### config.mk
export PLATFORM = sky130hd
export DESIGN_NAME = lfsr_stream_crypt
export DESIGN_NICKNAME = d
export VERILOG_FILES = /design/src/rtl/lfsr_stream_crypt.sv
export SDC_FILE = /design/constraint.sdc
export NUM_CORES = 1
export LEC_CHECK = 0
export CAP_MARGIN = 20
export CORE_UTILIZATION = 30
export CTS_BUF_LIST = sky130_fd_sc_hd__clkbuf_8
export CTS_CLUSTER_SIZE = 40
export DETAILED_ROUTE_END_ITERATION = 8
export HOLD_SLACK_MARGIN = 0.05
export SLEW_MARGIN = 20
export SYNTH_ARGS = -nofsm -noshare
export SYNTH_HDL_FRONTEND = slang
export SYNTH_SLANG_ARGS = --single-unit
export TNS_END_PERCENT = 50
### constraint.sdc
create_clock -name Clk -period 4.9 [get_ports Clk]
set_input_delay 0.98 -clock Clk [delete_from_list [all_inputs] [get_ports Clk]]
set_output_delay 0.98 -clock Clk [all_outputs]
set_load 0.005 [all_outputs]
### src/rtl/lfsr_stream_crypt.sv
// lfsr_stream_crypt
// Byte-stream LFSR cipher coprocessor. A Start/Ack job either encrypts a
// fixed-length frame (space preamble, message, trailing spaces, each XORed
// with a programmable-tap LFSR, parity in the MSB) or decrypts one. On decrypt
// it checks parity and strips the leading decoded spaces. It can also recover
// the seed from the first cipher byte.
// Ports:
//   Clk, Reset          clock, asynchronous active-high reset
//   Start / Ack         job start request / job complete (held until next Start)
//   mode                00 encrypt, 01/11 decrypt with seed, 10 decrypt with recovery
//   pre_len, msg_len    preamble and message lengths (encrypt only)
//   taps, seed          LFSR feedback mask and start state
//   in_valid/in_ready/in_data     input byte stream
//   out_valid/out_ready/out_data  output byte stream (single register stage)
//   out_len             bytes emitted in the current or last job
//   parity_errs         saturating decrypt parity-error count
//   busy                job running
module lfsr_stream_crypt #(
    parameter int LFSR_W    = 7,
    parameter int FRAME_LEN = 64,
    parameter int PRE_MIN   = 10,
    parameter int PRE_MAX   = 15
) (
    input  logic              Clk,
    input  logic              Reset,
    input  logic              Start,
    output logic              Ack,
    input  logic [1:0]        mode,
    input  logic [7:0]        pre_len,
    input  logic [7:0]        msg_len,
    input  logic [LFSR_W-1:0] taps,
    input  logic [LFSR_W-1:0] seed,
    input  logic              in_valid,
    output logic              in_ready,
    input  logic [LFSR_W:0]   in_data,
    output logic              out_valid,
    input  logic              out_ready,
    output logic [LFSR_W:0]   out_data,
    output logic [7:0]        out_len,
    output logic [7:0]        parity_errs,
    output logic              busy
);

    localparam int SW = $clog2(FRAME_LEN + 1);
    localparam logic [8:0]        FRAME_L9 = 9'(FRAME_LEN);
    localparam logic [8:0]        PRE_MIN9 = 9'(PRE_MIN);
    localparam logic [8:0]        PRE_MAX9 = 9'(PRE_MAX);
    localparam logic [LFSR_W-1:0] SPACE    = LFSR_W'(32'h20);
    localparam logic [LFSR_W-1:0] ONE      = LFSR_W'(32'h1);

    typedef enum logic [1:0] {ST_IDLE = 2'd0, ST_RUN = 2'd1, ST_DONE = 2'd2} state_t;

    function automatic logic [LFSR_W-1:0] lfsr_next(input logic [LFSR_W-1:0] s,
                                                    input logic [LFSR_W-1:0] t);
        return {s[LFSR_W-2:0], ^(s & t)};
    endfunction

    function automatic logic parity(input logic [LFSR_W-1:0] v);
        return ^v;
    endfunction

    state_t            state_r, state_nx_s;
    logic [LFSR_W-1:0] lfsr_r, taps_r, cur_s, plain_s, ciph_s;
    logic [SW-1:0]     slot_r;
    logic [1:0]        mode_r;
    logic [8:0]        pre_r, msg_end_r, pre_clamp_s, room_s, msg_clamp_s, slot9_s;
    logic              strip_r, out_valid_r, ack_r, busy_r;
    logic [LFSR_W:0]   out_data_r, res_s;
    logic [7:0]        out_len_r, perr_r;
    logic              start_s, enc_s, slot_live_s, need_in_s, room_out_s, fire_s;
    logic              emit_s, perr_hit_s;

    // Job control: start acceptance, length clamping and slot handshake.
    always_comb begin
        start_s = Start && (state_r != ST_RUN);
        if ({1'b0, pre_len} < PRE_MIN9) begin
            pre_clamp_s = PRE_MIN9;
        end else if ({1'b0, pre_len} > PRE_MAX9) begin
            pre_clamp_s = PRE_MAX9;
        end else begin
            pre_clamp_s = {1'b0, pre_len};
        end
        room_s      = FRAME_L9 - pre_clamp_s;
        msg_clamp_s = ({1'b0, msg_len} > room_s) ? room_s : {1'b0, msg_len};
        slot9_s     = 9'(slot_r);
        enc_s       = (mode_r == 2'b00);
        slot_live_s = (slot9_s < FRAME_L9);
        // Encrypt pads need no input; every decrypt slot consumes one byte.
        need_in_s   = enc_s ? ((slot9_s >= pre_r) && (slot9_s < msg_end_r)) : 1'b1;
        room_out_s  = !out_valid_r || out_ready;
        fire_s      = (state_r == ST_RUN) && slot_live_s && room_out_s &&
                      (!need_in_s || in_valid);
    end

    // Slot datapath: LFSR state in use, cipher/plain value, strip and parity.
    always_comb begin
        // Seed recovery: slot 0 state is chosen so that the byte decodes to a space.
        if ((mode_r == 2'b10) && (slot_r == SW'(0))) begin
            cur_s = in_data[LFSR_W-1:0] ^ SPACE;
        end else begin
            cur_s = lfsr_r;
        end
        plain_s    = SPACE;
        ciph_s     = {LFSR_W{1'b0}};
        res_s      = {(LFSR_W+1){1'b0}};
        emit_s     = 1'b1;
        perr_hit_s = 1'b0;
        if (enc_s) begin
            plain_s = need_in_s ? in_data[LFSR_W-1:0] : SPACE;
            ciph_s  = plain_s ^ cur_s;
            res_s   = {parity(ciph_s), ciph_s};
        end else begin
            ciph_s     = in_data[LFSR_W-1:0];
            plain_s    = ciph_s ^ cur_s;
            res_s      = {1'b0, plain_s};
            emit_s     = !(strip_r && (plain_s == SPACE));
            perr_hit_s = (in_data[LFSR_W] != parity(ciph_s));
        end
    end

    // Next-state logic; DONE is entered on the edge that drains the last byte.
    always_comb begin
        case (state_r)
            ST_IDLE: state_nx_s = start_s ? ST_RUN : ST_IDLE;
            ST_RUN:  state_nx_s = (!slot_live_s && room_out_s) ? ST_DONE : ST_RUN;
            ST_DONE: state_nx_s = start_s ? ST_RUN : ST_DONE;
            default: state_nx_s = ST_IDLE;
        endcase
    end

    // State register with registered Ack and busy.
    always_ff @(posedge Clk or posedge Reset) begin
        if (Reset) begin
            state_r <= ST_IDLE;
            ack_r   <= 1'b0;
            busy_r  <= 1'b0;
        end else begin
            state_r <= state_nx_s;
            ack_r   <= (state_nx_s == ST_DONE);
            busy_r  <= (state_nx_s == ST_RUN);
        end
    end

    // Job configuration latched when a Start is accepted.
    always_ff @(posedge Clk or posedge Reset) begin
        if (Reset) begin
            mode_r    <= 2'b00;
            taps_r    <= {LFSR_W{1'b0}};
            pre_r     <= 9'd0;
            msg_end_r <= 9'd0;
        end else if (start_s) begin
            mode_r    <= mode;
            taps_r    <= taps;
            pre_r     <= pre_clamp_s;
            msg_end_r <= pre_clamp_s + msg_clamp_s;
        end else begin
            mode_r    <= mode_r;
            taps_r    <= taps_r;
            pre_r     <= pre_r;
            msg_end_r <= msg_end_r;
        end
    end

    // LFSR, slot counter and preamble-strip flag advance once per processed slot.
    always_ff @(posedge Clk or posedge Reset) begin
        if (Reset) begin
            lfsr_r  <= ONE;
            slot_r  <= SW'(0);
            strip_r <= 1'b1;
        end else if (start_s) begin
            lfsr_r  <= (seed == {LFSR_W{1'b0}}) ? ONE : seed;
            slot_r  <= SW'(0);
            strip_r <= 1'b1;
        end else if (fire_s) begin
            lfsr_r  <= lfsr_next(cur_s, taps_r);
            slot_r  <= slot_r + SW'(1);
            strip_r <= strip_r && !emit_s;
        end else begin
            lfsr_r  <= lfsr_r;
            slot_r  <= slot_r;
            strip_r <= strip_r;
        end
    end

    // Single-stage output register; holds while stalled.
    always_ff @(posedge Clk or posedge Reset) begin
        if (Reset) begin
            out_valid_r <= 1'b0;
            out_data_r  <= {(LFSR_W+1){1'b0}};
        end else if (fire_s && emit_s) begin
            out_valid_r <= 1'b1;
            out_data_r  <= res_s;
        end else if (out_ready) begin
            out_valid_r <= 1'b0;
            out_data_r  <= out_data_r;
        end else begin
            out_valid_r <= out_valid_r;
            out_data_r  <= out_data_r;
        end
    end

    // Emitted-byte and saturating parity-error counters.
    always_ff @(posedge Clk or posedge Reset) begin
        if (Reset) begin
            out_len_r <= 8'd0;
            perr_r    <= 8'd0;
        end else if (start_s) begin
            out_len_r <= 8'd0;
            perr_r    <= 8'd0;
        end else if (fire_s) begin
            out_len_r <= emit_s ? (out_len_r + 8'd1) : out_len_r;
            perr_r    <= (perr_hit_s && (perr_r != 8'hFF)) ? (perr_r + 8'd1) : perr_r;
        end else begin
            out_len_r <= out_len_r;
            perr_r    <= perr_r;
        end
    end

    assign in_ready    = (state_r == ST_RUN) && slot_live_s && room_out_s && need_in_s;
    assign out_valid   = out_valid_r;
    assign out_data    = out_data_r;
    assign out_len     = out_len_r;
    assign parity_errs = perr_r;
    assign Ack         = ack_r;
    assign busy        = busy_r;

endmodule

==> results.sh <==
export IMPL_ios=73
export IMPL_clk_pin_slew_ps=70
export IMPL_first_pass_iters=8
export IMPL_portBuffers=72
export IMPL_synth_xor_area_frac=0.109
export IMPL_crit_chain="clkdlybuf4s50_1 > nand2_1 > nor3b_2 > ha_1 > inv_2 > ha_4 > nor2b_1 > o21a_1 > o21ai_1 > nand2b_1 > a21oi_2 > o21ai_1 > o21ai_2 > buf_4 > mux2_4 > ha_4 > a21o_1 > a21oi_2 > o21ai_1 > a21oi_1 > o21bai_1 > a21oi_1 > xor2_1 > o21ai_1"
export IMPL_cts_tree="done"
export IMPL_status="finished, violations left"
export IMPL_period_share=0.949
export IMPL_crit_arrival_ps=4900
export IMPL_yosys_area_share_adder=0.0982
export IMPL_die_x_um=125
export IMPL_rows=44
export IMPL_critPathCaptureType="flop"
export IMPL_clock_latency_ps=360
export IMPL_cp_startpoint="pre_len[3]"
export IMPL_tns_ps=0
export IMPL_drv_slew=0
export IMPL_syn_inst=520
export IMPL_post_drt_wl_per_cell_um=13.2
export IMPL_area_growth_synth_to_final_pct=29.9
export IMPL_hpwl_mm=7.88
export IMPL_cp_required_ps=5150
export IMPL_min_path_type="reg2reg"
export IMPL_clock_sinks=70
export IMPL_synth_cell_types=51
export IMPL_fin_util=0.402
export IMPL_grt_pass1_vias=3811
export IMPL_finClkSkew_ps=5.33
export IMPL_drtAntennaViolNets=0
export IMPL_cpMostUsedCell="o21ai_1"
export IMPL_drive_above_1_share=0.113
export IMPL_relSlewSlack=0.461
export IMPL_path_buf_inv=3
export IMPL_h_tree_depth=3
export IMPL_violations="design-rule violations"
export IMPL_synth_warnings=0
export IMPL_power_mw=3.21
export IMPL_layout_cells_non_filler=803
export IMPL_die_y_um=125
export IMPL_cts_buffer_depth=2
export IMPL_worstReg2RegStart="slot_r[6]$_DFFE_PP0P_"
export IMPL_drv_cap=0
export IMPL_drc=16
export IMPL_insertedDiodeCount=0
export IMPL_fin_crit_ps=4650
export IMPL_synth_edf_count=0
export IMPL_antenna_found_initial=0
export IMPL_setup_ws_ps=249
export IMPL_holdWs_ps=473
export IMPL_finish_instance_area_um2=5890
export IMPL_synth_top_family_by_area="simple AND/OR/NAND/NOR gates"
export IMPL_p_leak_nw=2.68
export IMPL_synth_simple_area_share=0.203
export IMPL_fin_nets=694
export IMPL_irDropWorstVdd_mv=0.203
export IMPL_initial_core_util=0.310
export IMPL_die_area_um2=15600
export IMPL_muxShareOfSynthArea=0.0295
export IMPL_hold_viol_final=0
export IMPL_max_freq_mhz=215
export IMPL_track_usage=0.141
export IMPL_drt_first_iter_violations=168
export IMPL_reg2reg_setup_slack_ps=1770
export IMPL_synth_compound_area_frac=0.116
export IMPL_cpPeakStageDelay_ps=480
export IMPL_wl_mm=10.6
export IMPL_path_max_fanout=4
export IMPL_cts_buffers=9
export IMPL_dpl_cell_area_um2=5540
export IMPL_min_from="pre_r[3]$_DFFE_PP0P_"
export IMPL_setup_violations=0
export IMPL_cts_root_buf="clkbuf_8"
export IMPL_fp_coreArea_um2=14600
export IMPL_cellPowerDensity_nw_per_um2=545
export IMPL_grt_max_degree=53
export IMPL_critPathKind="in2reg"
export IMPL_vias=3835
export IMPL_cpMaxStageDelayCell="clkdlybuf4s50_1"
export IMPL_start_kind="primary input"
export IMPL_worst_pin_slew_ps=806
export IMPL_avgSynthCellArea_um2=8.72
export IMPL_synthArstFlopShare=1.00
export IMPL_cts_hold_buf=0
export IMPL_synth_ff_latch_count=70
export IMPL_syn_area_um2=4540
export IMPL_routed_via_density=4.78
export IMPL_ys_flop_type="dfrtp_1"
export IMPL_dpl_worst_slack_ps=-581
export IMPL_grt_pass1_wl_mm=17.8
export IMPL_ys_seq_area_frac=0.387
export IMPL_n_fill_cell=1459
export IMPL_placed_cells=777
export IMPL_grt_overflow_total=0
export IMPL_cp_top_family="compound AO/OA/AOI/OAI gates"
export IMPL_finalWeightedCongestion=0.851
## cell usage in the layout, fill, tap and decap left out, types with 3 or more instances in the layout
cell type	Yosys	final
a31oi_1	3	3
a21oi_1	25	23
conb_1	2	10
mux2i_1	10	10
a21o_1	6	6
o21ai_1	1	6
xnor2_1	37	37
nand2_1	97	97
ha_1	34	31
nor3_1	7	7
o21a_1	3	3
clkbuf_8	0	11
and3_1	4	4
xor2_1	17	17
nand3_1	17	17
o31ai_1	3	3
and2_1	9	8
dfrtp_1	68	68
nand2b_1	9	9
nor2_1	30	30
inv_1	32	30
nand4_1	9	9
o21ai_0	38	31
dlymetal6s2s_1	0	4
buf_4	1	27
clkdlybuf4s50_1	0	68
## synthesized netlist by cell type, drive strengths merged, types with 3 or more instances
cell | count | share of area
nand4 | 9 | 0.012
o21a | 3 | 0.0050
a21oi | 25 | 0.028
a31oi | 3 | 0.0041
o21ai | 39 | 0.043
mux2 | 3 | 0.0074
dfrtp | 68 | 0.38
xnor2 | 37 | 0.071
nand2 | 97 | 0.080
ha | 34 | 0.094
nand3 | 18 | 0.023
clkbuf | 13 | 0.011
buf | 12 | 0.018
and2 | 9 | 0.012
a21boi | 3 | 0.0074
a21o | 6 | 0.0099
nor2 | 31 | 0.026
nand2b | 9 | 0.012
and3 | 4 | 0.0055
nor3 | 7 | 0.0077
o31ai | 3 | 0.0050
inv | 32 | 0.026
mux2i | 10 | 0.022
xor2 | 17 | 0.033
## path summary, 6_finish.rpt
kind | endpoint | depth (start not counted)
max | msg_end_r[7]$_DFFE_PP0P_ | 24
min | pre_r[3]$_DFFE_PP0P_ | 2
max reg2reg | slot_r[5]$_DFFE_PP0P_ | 9
min reg2reg | pre_r[3]$_DFFE_PP0P_ | 2
max in group asynchronous | lfsr_r[0]$_DFFE_PP1P_ | 3
min in group asynchronous | parity_errs[6]$_DFFE_PP0P_ | 2
## cells by family (layout without fill, tap and decap cells)
group / count (synthesis) / in the layout
other cells: 2 / 10
flops: 70 / 70
mux: 13 / 13
simple gates: 198 / 198
compound gates: 90 / 90
fa+ha+maj: 35 / 35
buf+inv: 57 / 148
xor+xnor: 55 / 55
## worst min-delay path, stage by stage (launching register included)
cell     delay, ps
dfrtp_1        330
inv_1           60
nand2_1         50
## flip-flops by register name (all words and copies together), names as in the netlist
signal,flops
msg_end_r,9
parity_errs,8
slot_r,7
out_data,8
lfsr_r,7
strip_r,1
busy,1
state_r,2
mode_r,2
out_len,8
Ack,1
out_valid,1
pre_r,8
taps_r,7
## where the power goes
group	switching [mW]	internal (mW)	total (mW)	leakage [nW]
clock network	0.225	0.263	0.487	0.106
logic	0.831	0.806	1.64	1.70
registers	0.256	0.830	1.09	0.882
## what timing repair did
action,CTS,global route
resized for setup,3,21
setup buffers,6,3
endpoints found under the setup margin,3,5
pin swaps,5,17
## layer usage
layer,GRT usage,share of wire,vias up
met1,0.172,0.47,1830
li1,-,-,1920
met4,0.0452,0.011,0
met5,0,0,-
met2,0.247,0.49,75
met3,0.0308,0.037,10
## layout make-up
type | count | area, µm² | share of cell area
clock inverter | 5 | 56.3 | 0.00956
sequential | 70 | 1750 | 0.298
multi-input combinational | 401 | 2630 | 0.447
clock buffer | 11 | 151 | 0.0257
tap | 184 | 230 | 0.0391
inverter | 32 | 120 | 0.0204
timing repair buffer | 100 | 948 | 0.161
Note: power is estimated with default switching activity, not from simulation.
